$ cat config.mk
export PLATFORM = sky130hd
export DESIGN_NAME = fetch_queue
export DESIGN_NICKNAME = d
export VERILOG_FILES = /design/src/rtl/mips_fetch_pkg.sv /design/src/rtl/fetch_fifo.sv /design/src/rtl/fetch_queue.sv
export SDC_FILE = /design/constraint.sdc
export NUM_CORES = 1
export LEC_CHECK = 0
export ABC_AREA = 1
export BUFFER_PORTS_ARGS = -buffer_cell sky130_fd_sc_hd__buf_2
export CORE_AREA = 2 2 193 290
export CTS_CLUSTER_DIAMETER = 150
export DETAILED_ROUTE_END_ITERATION = 7
export DIE_AREA = 0 0 195 292
export HOLD_SLACK_MARGIN = 0.15
export SLEW_MARGIN = 25
export SYNTH_ARGS = -nofsm -noshare
export SYNTH_HDL_FRONTEND = slang
export SYNTH_HIERARCHICAL = 1
export SYNTH_SLANG_ARGS = --single-unit
export TNS_END_PERCENT = 5
$ cat constraint.sdc
create_clock -name clk -period 3.8 [get_ports clk]
set_clock_uncertainty 0.1 [all_clocks]
set_input_delay 0.76 -clock clk [delete_from_list [all_inputs] [get_ports clk]]
set_output_delay 0.76 -clock clk [all_outputs]
set_load 0.005 [all_outputs]
$ cat src/rtl/mips_fetch_pkg.sv
// mips_fetch_pkg: shared widths, reset PC and the FIFO entry type for the
// instruction-fetch front end.
package mips_fetch_pkg;

  localparam int INSTR_W = 32;
  localparam int ADDR_W  = 32;

  localparam logic [ADDR_W-1:0] RESET_PC_DEFAULT = 32'h0000_0000;

  // One queued fetch: the instruction word and the address of the next word.
  typedef struct packed {
    logic [INSTR_W-1:0] instr;
    logic [ADDR_W-1:0]  pc4;
  } fetch_entry_t;

endpackage

$ cat src/rtl/fetch_fifo.sv
// fetch_fifo: small circular buffer of fetch entries.
// Ports:
//   clk, rst_n  - clock, async active-low reset
//   clear       - synchronous flush (pointers and count to zero)
//   push, push_data - write one entry at the tail
//   pop         - drop the head entry
//   head        - registered head entry (storage read, no input-to-output path)
//   count       - number of valid entries
module fetch_fifo
  import mips_fetch_pkg::*;
#(
  parameter int DEPTH = 4,
  localparam int PTR_W = $clog2(DEPTH),
  localparam int CNT_W = PTR_W + 1
) (
  input  logic             clk,
  input  logic             rst_n,
  input  logic             clear,
  input  logic             push,
  input  fetch_entry_t     push_data,
  input  logic             pop,
  output fetch_entry_t     head,
  output logic [CNT_W-1:0] count
);

  fetch_entry_t     mem_q [DEPTH];
  fetch_entry_t     mem_d [DEPTH];
  logic [PTR_W-1:0] wr_ptr_q, wr_ptr_d;
  logic [PTR_W-1:0] rd_ptr_q, rd_ptr_d;
  logic [CNT_W-1:0] count_q, count_d;
  logic             push_ok;
  logic             pop_ok;

  // Guard against pushing into a full buffer or popping an empty one; the
  // pointers wrap naturally because DEPTH is a power of two.
  always_comb begin
    mem_d    = mem_q;
    wr_ptr_d = wr_ptr_q;
    rd_ptr_d = rd_ptr_q;
    count_d  = count_q;
    push_ok  = push && (count_q != CNT_W'(DEPTH));
    pop_ok   = pop && (count_q != '0);
    if (clear) begin
      wr_ptr_d = '0;
      rd_ptr_d = '0;
      count_d  = '0;
    end else begin
      if (push_ok) begin
        mem_d[wr_ptr_q] = push_data;
        wr_ptr_d        = wr_ptr_q + 1'b1;
      end
      if (pop_ok) begin
        rd_ptr_d = rd_ptr_q + 1'b1;
      end
      count_d = count_q + CNT_W'(push_ok) - CNT_W'(pop_ok);
    end
  end

  always_ff @(posedge clk or negedge rst_n) begin
    if (!rst_n) begin
      for (int i = 0; i < DEPTH; i++) begin
        mem_q[i] <= '0;
      end
      wr_ptr_q <= '0;
      rd_ptr_q <= '0;
      count_q  <= '0;
    end else begin
      mem_q    <= mem_d;
      wr_ptr_q <= wr_ptr_d;
      rd_ptr_q <= rd_ptr_d;
      count_q  <= count_d;
    end
  end

  assign head  = mem_q[rd_ptr_q];
  assign count = count_q;

endmodule

$ cat src/rtl/fetch_queue.sv
// fetch_queue: instruction-fetch front end of the pipelined MIPS core.
// Owns the fetch PC, issues word addresses to a 1-cycle-latency instruction
// memory, buffers {instr, pc4} in a FIFO and presents the head to IF/ID.
// Ports:
//   clk, rst_n               - clock, async active-low reset
//   imem_req, imem_addr      - fetch request and word-aligned byte address
//   imem_rdata, imem_rvalid  - instruction returned one cycle after a request
//   redirect, redirect_pc    - branch/jump pulse and its target
//   out_valid, out_instr, out_pc4, out_ready - handshake towards IF/ID
module fetch_queue
  import mips_fetch_pkg::*;
#(
  parameter int                DEPTH    = 4,
  parameter logic [ADDR_W-1:0] RESET_PC = RESET_PC_DEFAULT
) (
  input  logic               clk,
  input  logic               rst_n,
  output logic               imem_req,
  output logic [ADDR_W-1:0]  imem_addr,
  input  logic [INSTR_W-1:0] imem_rdata,
  input  logic               imem_rvalid,
  input  logic               redirect,
  input  logic [ADDR_W-1:0]  redirect_pc,
  output logic               out_valid,
  output logic [INSTR_W-1:0] out_instr,
  output logic [ADDR_W-1:0]  out_pc4,
  input  logic               out_ready
);

  localparam int CNT_W = $clog2(DEPTH) + 1;

  logic [ADDR_W-1:0] fetch_pc_q, fetch_pc_d;
  logic [ADDR_W-1:0] inflight_pc4_q, inflight_pc4_d;
  logic              inflight_q, inflight_d;
  logic              inflight_epoch_q, inflight_epoch_d;
  logic              epoch_q, epoch_d;

  logic [CNT_W-1:0]  fifo_count;
  logic [CNT_W:0]    occupancy;
  logic              fifo_push;
  logic              fifo_pop;
  fetch_entry_t      fifo_in;
  fetch_entry_t      fifo_head;

  // Queued entries plus the outstanding response must fit, so a response can
  // always be accepted. Gating with rst_n keeps the request low in reset.
  assign occupancy = {1'b0, fifo_count} + {{CNT_W{1'b0}}, inflight_q};
  assign imem_req  = rst_n && !redirect && (occupancy < (CNT_W+1)'(DEPTH));
  assign imem_addr = fetch_pc_q;

  // A response is kept only if it belongs to the current epoch and no
  // redirect is flushing the queue in this very cycle.
  assign fifo_push = imem_rvalid && inflight_q && !redirect &&
                     (inflight_epoch_q == epoch_q);
  assign fifo_pop  = out_valid && out_ready;
  assign fifo_in   = '{instr: imem_rdata, pc4: inflight_pc4_q};

  // Redirect takes priority over issue: new PC (word aligned), flip epoch.
  always_comb begin
    fetch_pc_d       = fetch_pc_q;
    inflight_pc4_d   = inflight_pc4_q;
    inflight_epoch_d = inflight_epoch_q;
    epoch_d          = epoch_q;
    inflight_d       = imem_req;
    if (redirect) begin
      fetch_pc_d = {redirect_pc[ADDR_W-1:2], 2'b00};
      epoch_d    = ~epoch_q;
    end else if (imem_req) begin
      fetch_pc_d       = fetch_pc_q + 32'd4;
      inflight_pc4_d   = fetch_pc_q + 32'd4;
      inflight_epoch_d = epoch_q;
    end
  end

  always_ff @(posedge clk or negedge rst_n) begin
    if (!rst_n) begin
      fetch_pc_q       <= RESET_PC;
      inflight_pc4_q   <= '0;
      inflight_q       <= 1'b0;
      inflight_epoch_q <= 1'b0;
      epoch_q          <= 1'b0;
    end else begin
      fetch_pc_q       <= fetch_pc_d;
      inflight_pc4_q   <= inflight_pc4_d;
      inflight_q       <= inflight_d;
      inflight_epoch_q <= inflight_epoch_d;
      epoch_q          <= epoch_d;
    end
  end

  fetch_fifo #(.DEPTH(DEPTH)) u_fifo (
    .clk       (clk),
    .rst_n     (rst_n),
    .clear     (redirect),
    .push      (fifo_push),
    .push_data (fifo_in),
    .pop       (fifo_pop),
    .head      (fifo_head),
    .count     (fifo_count)
  );

  assign out_valid = (fifo_count != '0);
  assign out_instr = fifo_head.instr;
  assign out_pc4   = fifo_head.pc4;

endmodule
[Yosys cells after proc, flatten, opt, wreduce, memory -nomap -nowiden]
Index checks and enable logic that the tools add are counted.
Operators by class
  reductions and logical operators: 16
  order comparisons: 4
  equality and inequality tests: 2
  $add $sub $neg: 6
  mux-type cells: 13
  bitwise gates (word level): 4
Operators by type and width (count)
  $bwmux 256: 1
  $mux 64: 3
  $bmux 64 s2: 1
  $demux 64 s2: 1
  $mux 32: 2
  $add 32x3->32 const B: 1
  $logic_and 1x1->1: 9
  $mux 2: 4
  $ge 3x3->1 const B: 2
  $not 2->3: 2
  $reduce_bool 2->1: 3
  $add 2x1->2 const B: 2
  $add 3x1->4: 1
  $lt 4x3->1 const B: 1
  $reduce_and 2->1: 2
  $add 3x1->3: 1
  $lt 3x1->1 const B: 1
  $mux 3: 1
  $ne 3x3->1 const B: 1
  $reduce_bool 3->1: 1
  $sub 3x1->3: 1
  $not 1->1: 2
  $eq 1x1->1: 1
  $logic_not 1->1: 1
Word-level totals
  bits of input ports: 69
  register bits after elaboration: 330
  output and inout bits: 98
  logic and storage cells: 61

[Longest topological paths before layout]
Gate-level depths: netlist of run 1.
  word-level depth: 7
  depth in mapped cells: 14
  gate-level depth less buffers: 12

[By module]
The synthesis of run 1 kept the hierarchy.
Modules (own cells, without submodules)
  fetch_fifo: times used 1, sequential area each 6581.3 um^2, cells each 1552, area each 12842.3 um^2
  fetch_queue: times used 1, sequential area each 1576.5 um^2, cells each 455, area each 3369.5 um^2

[Worst setup path after synthesis of run 1]
OpenSTA, ideal clock, no wires.
  path type: input-to-reg
  start point: input redirect
  end point: register u_fifo.count_q[2] (netlist: u_fifo/count[2])
  setup slack: 1141 ps
  setup time: 117 ps
  stages: 13
  data arrival time: 2442 ps
  path through: buf_2 inv_1 nand3_1 nor2_1 buf_4 nand2_1 ha_1 inv_1 ha_1 inv_1 fa_1 nor2_1 nor2_1
Between the ends
  cells in the longest elaborated chain, start to end: 7
Ends and longest elaborated chain
  from (decl): line fetch_queue.sv:22  | input logic redirect,
  $logic_not 1->1: line fetch_queue.sv:53  | assign fifo_push = imem_rvalid && inflight_q && !redirect &&
  $logic_and 1x1->1 (2 in a row): line fetch_queue.sv:53
  net fifo_push: line fetch_queue.sv:40  | logic fifo_push;
  $logic_and 1x1->1: line fetch_fifo.sv:41  | push_ok = push && (count_q != CNT_W'(DEPTH));
  $add 3x1->3: line fetch_fifo.sv:55  | count_d = count_q + CNT_W'(push_ok) - CNT_W'(pop_ok);
  $sub 3x1->3: line fetch_fifo.sv:55
  $mux 3: line fetch_fifo.sv:43  | if (clear) begin
  net u_fifo.count_d[2]: line fetch_fifo.sv:30  | logic [CNT_W-1:0] count_q, count_d;
  to (signal assigned): line fetch_fifo.sv:71  | count_q <= count_d;
  to (decl): line fetch_fifo.sv:30
The timed path passes the listed nets, and every way through them passes these cells.
A chain may end at the register's enable or synchronous reset.

[Final worst setup path of run 1]
  start point: register u_fifo.rd_ptr_q[0]
  end point: output out_instr[3]
Between the ends
  cells in the longest elaborated chain, start to end: 4
Ends and longest elaborated chain
  from (decl): line fetch_fifo.sv:29  | logic [PTR_W-1:0] rd_ptr_q, rd_ptr_d;
  from (signal assigned): line fetch_fifo.sv:70  | rd_ptr_q <= rd_ptr_d;
  $not 2->3 (not written as such): line fetch_fifo.sv:75  | assign head = mem_q[rd_ptr_q];
  $bmux 64 s2: line fetch_fifo.sv:75
  $mux 64 (not written as such) (2 in a row): line fetch_fifo.sv:75
  to (decl): line fetch_queue.sv:25  | output logic [INSTR_W-1:0] out_instr,
Every way passes these cells. The select of a mux whose other input is x is not followed.

==> impl_metrics.xml, run 1 <==
<?xml version="1.0" encoding="UTF-8"?>
<metrics>
  <group name="floorplanning">
    <metric name="die_w" unit="um">195</metric>
    <metric name="initial_core_util" unit="%">29.8</metric>
    <metric name="floorplan.die.height" unit="um">292</metric>
    <metric name="dieArea" unit="sq um">56900</metric>
    <metric name="num_io_pins" unit="">167</metric>
    <metric name="fp.coreArea" unit="sq um">54400</metric>
    <metric name="rows" unit="">105</metric>
  </group>
  <group name="clock_tree">
    <metric name="cts_htree_levels" unit="">2</metric>
    <metric name="setup_fix_buffers_added_after_clock_tree_synthesis" unit="">0</metric>
    <metric name="clkSinkCount" unit="">326</metric>
    <metric name="cts_max_path_buffers" unit="">3</metric>
    <metric name="clkLatencyLatePin" unit="ns">0.56</metric>
    <metric name="ctsRootBufferMaster" unit="">clkbuf_16</metric>
    <metric name="cts-buffers-inserted" unit="">38</metric>
    <metric name="cts.clk_slew.worst_paths" unit="ns">0.06</metric>
    <metric name="cts_tree" unit="">done</metric>
  </group>
  <group name="global_routing">
    <metric name="globalRoute.totalOverflow" unit="">0</metric>
    <metric name="grt_max_degree" unit="">173</metric>
    <metric name="antenna_found_initial" unit="">1</metric>
    <metric name="grt_pass1_wl" unit="um">83500</metric>
    <metric name="grt_pass1_vias" unit="">14500</metric>
    <metric name="grtUsageTotal" unit="%">18.5</metric>
  </group>
  <group name="timing">
    <metric name="timing_hold_violations_final" unit="">0</metric>
    <metric name="worstMarginPinSlew" unit="ns">1.04</metric>
    <metric name="min_period" unit="ns">3.33</metric>
    <metric name="rsz0062_at_grt" unit="">no</metric>
    <metric name="timing_max_transition_violations_final" unit="">0</metric>
    <metric name="fmax" unit="MHz">300</metric>
    <metric name="worst_slew_margin_rel" unit="%">30.8</metric>
    <metric name="timing.final.ws_setup" unit="ns">0.469</metric>
    <metric name="finalSetupViolations" unit="">0</metric>
    <metric name="min_period_over_period" unit="%">87.7</metric>
    <metric name="fin_setup_tns" unit="ns">0</metric>
  </group>
  <group name="cells_and_area">
    <metric name="layout-drive-gt1-share" unit="%">14.1</metric>
    <metric name="num-nets-final" unit="">2160</metric>
    <metric name="final_std_cell_area_no_fill" unit="sq um">18700</metric>
    <metric name="regArea" unit="sq um">8160</metric>
    <metric name="n_fill_cell" unit="">5735</metric>
    <metric name="utilization" unit="%">34.4</metric>
    <metric name="multi_input_comb_area" unit="sq um">7020</metric>
    <metric name="area_delta_synth_final" unit="%">15.4</metric>
  </group>
  <group name="worst_setup_path">
    <metric name="end_kind" unit="">output pin</metric>
    <metric name="reg2reg_depth" unit="">12</metric>
    <metric name="setup.reg_to_reg.worst_slack" unit="ns">1.14</metric>
    <metric name="critPathBufInv" unit="">3</metric>
    <metric name="cp_max_fo" unit="">40</metric>
    <metric name="setup.worst_path.start_class" unit="">flip-flop</metric>
    <metric name="ws_path_type" unit="">reg -&gt; out</metric>
    <metric name="slowest_delay" unit="ns">0.50</metric>
    <metric name="worst-path-stages" unit="">5</metric>
    <metric name="worst_ep_arrival_time" unit="ns">2.47</metric>
    <metric name="critPathTopFamily" unit="">buffers and inverters</metric>
    <metric name="cp.required" unit="ns">2.94</metric>
    <metric name="crit_slowest_cell" unit="">dfrtp_4</metric>
    <metric name="regToRegStartpoint" unit="">u_fifo/count[2]$_DFF_PN0_</metric>
    <metric name="path_cells" unit="">inv_4 -&gt; buf_4 -&gt; o21ai_0 -&gt; o22ai_1 -&gt; buf_2</metric>
    <metric name="timing.rr.end" unit="">u_fifo/count[2]$_DFF_PN0_</metric>
  </group>
  <group name="synth">
    <metric name="synth-seq-area-share" unit="%">50.3</metric>
    <metric name="synthesized_area_fraction_occupied_by_ao_oa_aoi_and_oai_cells" unit="%">7.56</metric>
    <metric name="syn_area_per_cell" unit="sq um">8.08</metric>
    <metric name="postSynthCellCount" unit="">2007</metric>
    <metric name="yosys_synthesis_warning_count" unit="">6</metric>
    <metric name="post_synth_fa_ha_maj_area_fraction" unit="%">0.664</metric>
    <metric name="synth_top_family_by_area" unit="">simple AND/OR/NAND/NOR gates</metric>
    <metric name="synth.ff_latch_count" unit="">326</metric>
    <metric name="syn-cell-area" unit="sq um">16200</metric>
    <metric name="yosys.area_share.simple" unit="%">34.1</metric>
    <metric name="synth_cell_type_count" unit="">32</metric>
    <metric name="number_of_enable_type_register_cells_in_the_synthesized_netlist" unit="">0</metric>
    <metric name="synth.mux.area_fraction" unit="%">0</metric>
    <metric name="synth_async_sr_flop_share" unit="%">100</metric>
    <metric name="synth_xor_xnor_area_share" unit="%">0.432</metric>
    <metric name="synth_top_flop_cell" unit="">dfrtp_1</metric>
  </group>
  <group name="route">
    <metric name="routed-via-count" unit="">14700</metric>
    <metric name="drt_drc_violations_left" unit="">0</metric>
    <metric name="firstDrtPassIters" unit="">5</metric>
    <metric name="wirelength" unit="um">53200</metric>
    <metric name="routed_via_density" unit="">5.25</metric>
    <metric name="drtIter0Drc" unit="">1024</metric>
    <metric name="avgRoutedWirePerCell" unit="um">18.9</metric>
    <metric name="antenna_left" unit="">0</metric>
  </group>
  <group name="job">
    <metric name="max_cap_violations" unit="">0</metric>
  </group>
  <group name="placement">
    <metric name="place.gp.congestion" unit="">0.806</metric>
    <metric name="hpwlAfterDp" unit="um">29800</metric>
    <metric name="placement.setup.worst_slack" unit="ns">0.806</metric>
    <metric name="post_dp_cell_area" unit="sq um">17400</metric>
    <metric name="port-buffer-count" unit="">162</metric>
  </group>
  <group name="pwr">
    <metric name="worst_ir_drop_vdd" unit="uV">254</metric>
    <metric name="total_leakage_power" unit="nW">9.82</metric>
    <metric name="power_density" unit="nW/um^2">516</metric>
  </group>
  <group name="hold_path">
    <metric name="hp-start" unit="">redirect_pc[16]</metric>
    <metric name="min_path_type" unit="">in -&gt; reg</metric>
    <metric name="timing.hold.worst_endpoint" unit="">imem_addr[16]$_DFFE_PN0P_</metric>
    <metric name="whs_path_depth" unit="">3</metric>
  </group>
  <group name="run_status">
    <metric name="outcome" unit="">finished clean</metric>
  </group>
</metrics>
[cell usage after synthesis, types with 3 or more instances]
cell | n | area [sq um]
ha_1 | 7 | 87.6
nand4_1 | 256 | 1600
buf_4 | 7 | 52.6
nor2_2 | 9 | 56.3
xor2_1 | 4 | 35.0
nand2_1 | 723 | 2710
xnor2_1 | 4 | 35.0
inv_1 | 45 | 169
clkbuf_1 | 52 | 195
o21ai_0 | 146 | 731
buf_6 | 26 | 293
nand4_4 | 4 | 85.1
buf_1 | 12 | 45.0
nor2_1 | 158 | 593
nor2_4 | 8 | 90.1
nand3_1 | 54 | 270
nand2_4 | 4 | 45.0
dfrtp_1 | 326 | 8160
buf_2 | 69 | 345
o21bai_1 | 7 | 52.6
inv_2 | 5 | 18.8
nand2_2 | 3 | 18.8
and2_1 | 4 | 25.0
o22ai_1 | 64 | 400
[worst reg2reg max path, delay by kind of cell, from the launching register on]
kind	cells	cell delay (ns)
buf+inv	3	0.18
fa+ha+maj	3	0.79
simple gates	6	1.01
flops	1	0.51
[cell usage in the layout, fill, tap and decap left out, types with 3 or more instances in the layout]
cell type | netlist | layout
nand2_2 | 3 | 3
nand4_4 | 4 | 4
ha_4 | 0 | 4
o22ai_1 | 64 | 64
dfrtp_1 | 326 | 324
ha_1 | 7 | 3
clkinvlp_4 | 0 | 3
o21bai_1 | 7 | 7
buf_2 | 69 | 161
clkbuf_1 | 52 | 4
nor2_2 | 9 | 9
clkinv_2 | 0 | 4
xor2_1 | 4 | 4
clkbuf_16 | 0 | 39
clkbuf_8 | 0 | 13
nor2_4 | 8 | 8
inv_2 | 5 | 4
and2_1 | 4 | 4
nand2_1 | 723 | 723
nand3_1 | 54 | 54
inv_1 | 45 | 44
conb_1 | 1 | 10
xnor2_1 | 4 | 4
buf_4 | 7 | 19
nand4_1 | 256 | 256
nand2_4 | 4 | 4
buf_12 | 0 | 10
o21ai_0 | 146 | 146
nor2_1 | 158 | 158
[cell families after synthesis]
group | Yosys count
buf+inv | 216
fa+ha+maj | 8
xor+xnor | 8
other cells | 1
flops | 326
compound gates | 222
simple gates | 1226
[layout make-up]
cell class | count | share of cell area, %
multi-input combinational | 1474 | 37.5
tap | 695 | 4.65
sequential | 326 | 43.6
clock inverter | 11 | 0.495
clock buffer | 56 | 6.25
timing repair buffer | 193 | 6.42
inverter | 50 | 1.06
antenna | 1 | 0.0134
[how the worst max path moves through the flow]
stage,start,end,slack [ns]
floorplan,redirect,u_fifo/count[2]$_DFF_PN0_,1.14
global placement,redirect,u_fifo/count[2]$_DFF_PN0_,0.77
detailed placement,redirect,u_fifo/mem_q[175]$_DFFE_PN0P_,0.81
CTS,u_fifo/rd_ptr_q[0]$_DFFE_PN0P_,out_instr[7],0.44
global route,u_fifo/rd_ptr_q[0]$_DFFE_PN0P_,out_instr[3],0.37
finish,u_fifo/rd_ptr_q[0]$_DFFE_PN0P_,out_instr[3],0.47
[repair_timing]
action                                 4_1_cts  5_1_grt
hold buffers                                 0        1
resized for setup                            0        0
endpoints found under the hold margin        0       49
[state kept, by name, summed over array words and instances, names as in the netlist]
signal / flops
u_fifo/mem_q: 256
imem_addr: 30
inflight_pc4_q: 30
u_fifo/count: 3
u_fifo/rd_ptr_q: 2
u_fifo/wr_ptr_q: 2
epoch_q: 1
inflight_epoch_q: 1
inflight_q: 1
[per-stage QoR]
step	hold WS, ns	std cells	power (mW)
global route	0.309	2806	10.2
detailed placement	0.360	2736	6.07
CTS	0.285	2803	9.81
finish	0.322	2806	9.66
global placement	0.356	2736	6.03
floorplan	0.344	2016	5.20
[report_power, final]
group	switching [mW]	internal (mW)
Clock	1.53	2.14
Sequential	0.335	3.91
Combinational	1.05	0.684
Total	2.92	6.74
[per-layer routing]
layer | wire length [um] | track usage, % | vias up
li1 | - | - | 6902
met1 | 22100 | 23.9 | 7154
met2 | 25600 | 30.4 | 597
met3 | 3590 | 3.10 | 92
met4 | 1860 | 8.27 | 0
met5 | 0 | 0 | -
Note: power is estimated with default switching activity, not from simulation.
==> run 2, diff against run 1 <==
==> constraint.sdc (replaced) <==
create_clock -name clk -period 4.2 [get_ports clk]
set_clock_uncertainty 0.1 [all_clocks]
set_input_delay 0.84 -clock clk [delete_from_list [all_inputs] [get_ports clk]]
set_output_delay 0.84 -clock clk [all_outputs]
set_load 0.05 [all_outputs]
==> impl_metrics.xml, run 2 (synthesized netlist as in run 1, its figures left out) <==
<?xml version="1.0" encoding="UTF-8"?>
<metrics>
  <group name="worst_setup_path">
    <metric name="crit_slowest_cell" unit="">dlygate4sd3_1</metric>
    <metric name="regToRegStartpoint" unit="">u_fifo/count[2]$_DFF_PN0_</metric>
    <metric name="worst_setup_path_startpoint" unit="">rst_n</metric>
    <metric name="cp_max_fo" unit="">33</metric>
    <metric name="end_kind" unit="">output pin</metric>
    <metric name="worst_ep_arrival_time" unit="ns">2.74</metric>
    <metric name="cp.required" unit="ns">3.26</metric>
    <metric name="slowest_delay" unit="ns">0.56</metric>
    <metric name="setup.worst_path.start_class" unit="">primary input</metric>
    <metric name="path_cells" unit="">dlygate4sd3_1 -&gt; buf_8 -&gt; nand3_4 -&gt; inv_2 -&gt; buf_2</metric>
    <metric name="ws_path_type" unit="">in -&gt; out</metric>
    <metric name="setup.reg_to_reg.worst_slack" unit="ns">1.61</metric>
  </group>
  <group name="clock_tree">
    <metric name="cts.clk_slew.worst_paths" unit="ns">0.06</metric>
    <metric name="clkSinkCount" unit="">326</metric>
    <metric name="cts_htree_levels" unit="">2</metric>
    <metric name="setup_fix_buffers_added_after_clock_tree_synthesis" unit="">0</metric>
    <metric name="cts_max_path_buffers" unit="">3</metric>
    <metric name="cts-buffers-inserted" unit="">37</metric>
    <metric name="clkLatencyLatePin" unit="ns">0.53</metric>
    <metric name="ctsRootBufferMaster" unit="">clkbuf_16</metric>
    <metric name="cts_tree" unit="">done</metric>
  </group>
  <group name="timing">
    <metric name="fmax" unit="MHz">272</metric>
    <metric name="smallest_hold_slack" unit="ns">0.372</metric>
    <metric name="worstMarginPinSlew" unit="ns">1.04</metric>
    <metric name="worst_slew_margin_rel" unit="%">30.9</metric>
    <metric name="rsz0062_at_grt" unit="">no</metric>
    <metric name="fin_setup_tns" unit="ns">0</metric>
    <metric name="min_period" unit="ns">3.68</metric>
    <metric name="finalSetupViolations" unit="">0</metric>
    <metric name="timing_hold_violations_final" unit="">0</metric>
    <metric name="timing_max_transition_violations_final" unit="">0</metric>
    <metric name="min_period_over_period" unit="%">87.7</metric>
  </group>
  <group name="job">
    <metric name="max_cap_violations" unit="">0</metric>
  </group>
  <group name="cells_and_area">
    <metric name="utilization" unit="%">34.3</metric>
    <metric name="registers.top_by_ff_count" unit="">u_fifo/mem_q</metric>
    <metric name="area_delta_synth_final" unit="%">15.0</metric>
    <metric name="commonest_non_fill_non_tap_cell_in_the_layout" unit="">nand2_1</metric>
    <metric name="layout-drive-gt1-share" unit="%">14.1</metric>
    <metric name="layout.cells.most_common_list" unit="">723 x nand2_1, 324 x dfrtp_1, 256 x nand4_1</metric>
    <metric name="finish.cell_count_without_fillers" unit="">2807</metric>
    <metric name="final_std_cell_area_no_fill" unit="sq um">18700</metric>
    <metric name="num-nets-final" unit="">2161</metric>
    <metric name="largest_register_ffs" unit="">256</metric>
  </group>
  <group name="floorplanning">
    <metric name="fp.coreArea" unit="sq um">54400</metric>
    <metric name="initial_core_util" unit="%">29.8</metric>
    <metric name="rows" unit="">105</metric>
    <metric name="num_io_pins" unit="">167</metric>
    <metric name="floorplan.die.height" unit="um">292</metric>
    <metric name="die_w" unit="um">195</metric>
    <metric name="dieArea" unit="sq um">56900</metric>
  </group>
  <group name="global_routing">
    <metric name="grtUsageTotal" unit="%">18.5</metric>
    <metric name="grt_pass1_vias" unit="">14500</metric>
    <metric name="globalRoute.totalOverflow" unit="">0</metric>
    <metric name="grt_max_degree" unit="">117</metric>
    <metric name="antenna_found_initial" unit="">3</metric>
    <metric name="grt_pass1_wl" unit="um">83400</metric>
  </group>
  <group name="route">
    <metric name="avgRoutedWirePerCell" unit="um">18.9</metric>
    <metric name="antenna_left" unit="">0</metric>
    <metric name="wirelength" unit="um">53000</metric>
    <metric name="firstDrtPassIters" unit="">5</metric>
    <metric name="drt_drc_violations_left" unit="">0</metric>
    <metric name="drtIter0Drc" unit="">979</metric>
    <metric name="routed_via_density" unit="">5.29</metric>
    <metric name="wl_met2" unit="um">26400</metric>
    <metric name="routed-via-count" unit="">14800</metric>
    <metric name="route.top_layer_used" unit="">met4</metric>
    <metric name="met1_length" unit="um">21600</metric>
    <metric name="detailroute.wirelength.met3" unit="um">3690</metric>
  </group>
  <group name="hold_path">
    <metric name="min_path_type" unit="">reg -&gt; reg</metric>
    <metric name="hp-start" unit="">u_fifo/mem_q[103]$_DFFE_PN0P_</metric>
  </group>
  <group name="pwr">
    <metric name="sw_frac_of_total" unit="%">37.6</metric>
    <metric name="internal_power" unit="mW">6.14</metric>
    <metric name="total_leakage_power" unit="nW">9.81</metric>
    <metric name="power.share.clock" unit="%">33.5</metric>
    <metric name="power_density" unit="nW/um^2">527</metric>
    <metric name="p_seq_share" unit="%">39.1</metric>
    <metric name="combinationalPowerShare" unit="%">27.4</metric>
    <metric name="worst_ir_drop_vdd" unit="uV">199</metric>
    <metric name="power_switching" unit="mW">3.70</metric>
  </group>
  <group name="placement">
    <metric name="post_dp_cell_area" unit="sq um">17400</metric>
    <metric name="place.gp.congestion" unit="">0.819</metric>
    <metric name="post-place-cells" unit="">2739</metric>
    <metric name="port-buffer-count" unit="">162</metric>
    <metric name="hpwlAfterDp" unit="um">30500</metric>
  </group>
  <group name="run_status">
    <metric name="outcome" unit="">finished clean</metric>
  </group>
</metrics>
-- run 2: cell types whose count changed in the layout (fill, tap and decap cells not counted), moves of 2 or more --
| cell | before | now |
|---|---|---|
| clkbuf_16 | 39 | 37 |
| buf_4 | 19 | 24 |
| clkinvlp_4 | 3 | 1 |
| diode_2 | 1 | 3 |
| clkinv_8 | 2 | 0 |
| clkinv_2 | 4 | 6 |
| inv_6 | 1 | 3 |
| clkbuf_8 | 13 | 10 |
| buf_12 | 10 | 7 |
| bufinv_16 | 0 | 3 |
-- run 2: power by group through the flow --
| stage | registers, mW | clock network (mW) | logic, mW |
|---|---|---|---|
| after floorplan | 3.93 | 0 | 1.88 |
| after global placement | 3.88 | 0 | 2.70 |
| after detailed placement | 3.89 | 0 | 2.73 |
| after CTS | 3.84 | 3.39 | 2.74 |
| after global routing | 3.90 | 3.51 | 2.90 |
| final | 3.84 | 3.30 | 2.70 |
-- run 2: worst paths after layout --
kind,to,cells past startpoint
setup / recovery,imem_req,5
hold / removal,u_fifo/mem_q[103]$_DFFE_PN0P_,2
setup reg to reg,u_fifo/count[2]$_DFF_PN0_,12
hold reg to reg,u_fifo/mem_q[103]$_DFFE_PN0P_,2
max in group asynchronous,u_fifo/mem_q[246]$_DFFE_PN0P_,4
min in group asynchronous,inflight_pc4_q[9]$_DFFE_PN0P_,2
-- run 2: area by class of cell --
class | count | area [sq um]
Antenna cell | 3 | 7.51
Clock buffer | 51 | 1080
Clock inverter | 13 | 154
Fill cell | 5742 | 35700
Inverter | 50 | 198
Multi-Input combinational cell | 1474 | 7020
Sequential cell | 326 | 8160
Tap cell | 695 | 870
Timing Repair Buffer | 195 | 1160
-- run 2: what timing repair did --
item | CTS | global route
hold buffers | 1 | 0
resized for setup | 0 | 0
hold endpoints to repair | 28 | 0
-- run 2: stage by stage --
| step | setup WS, ns | total power [mW] |
|---|---|---|
| global route | 0.409 | 10.3 |
| global placement | 1.07 | 6.58 |
| finish | 0.518 | 9.84 |
| floorplan | 1.46 | 5.81 |
| CTS | 0.507 | 9.97 |
| detailed placement | 1.06 | 6.62 |
-- run 2: critical path, delay by kind of cell --
| family | cells | cell delay (ns) |
|---|---|---|
| simple gates | 1 | 0.13 |
| buf+inv | 4 | 1.72 |
-- run 2: layer usage --
metal / up-vias / GRT usage [%]
li1: 6913 / -
met1: 7280 / 23.5
met2: 570 / 31.8
met3: 74 / 2.76
met4: 0 / 6.68
met5: - / 0
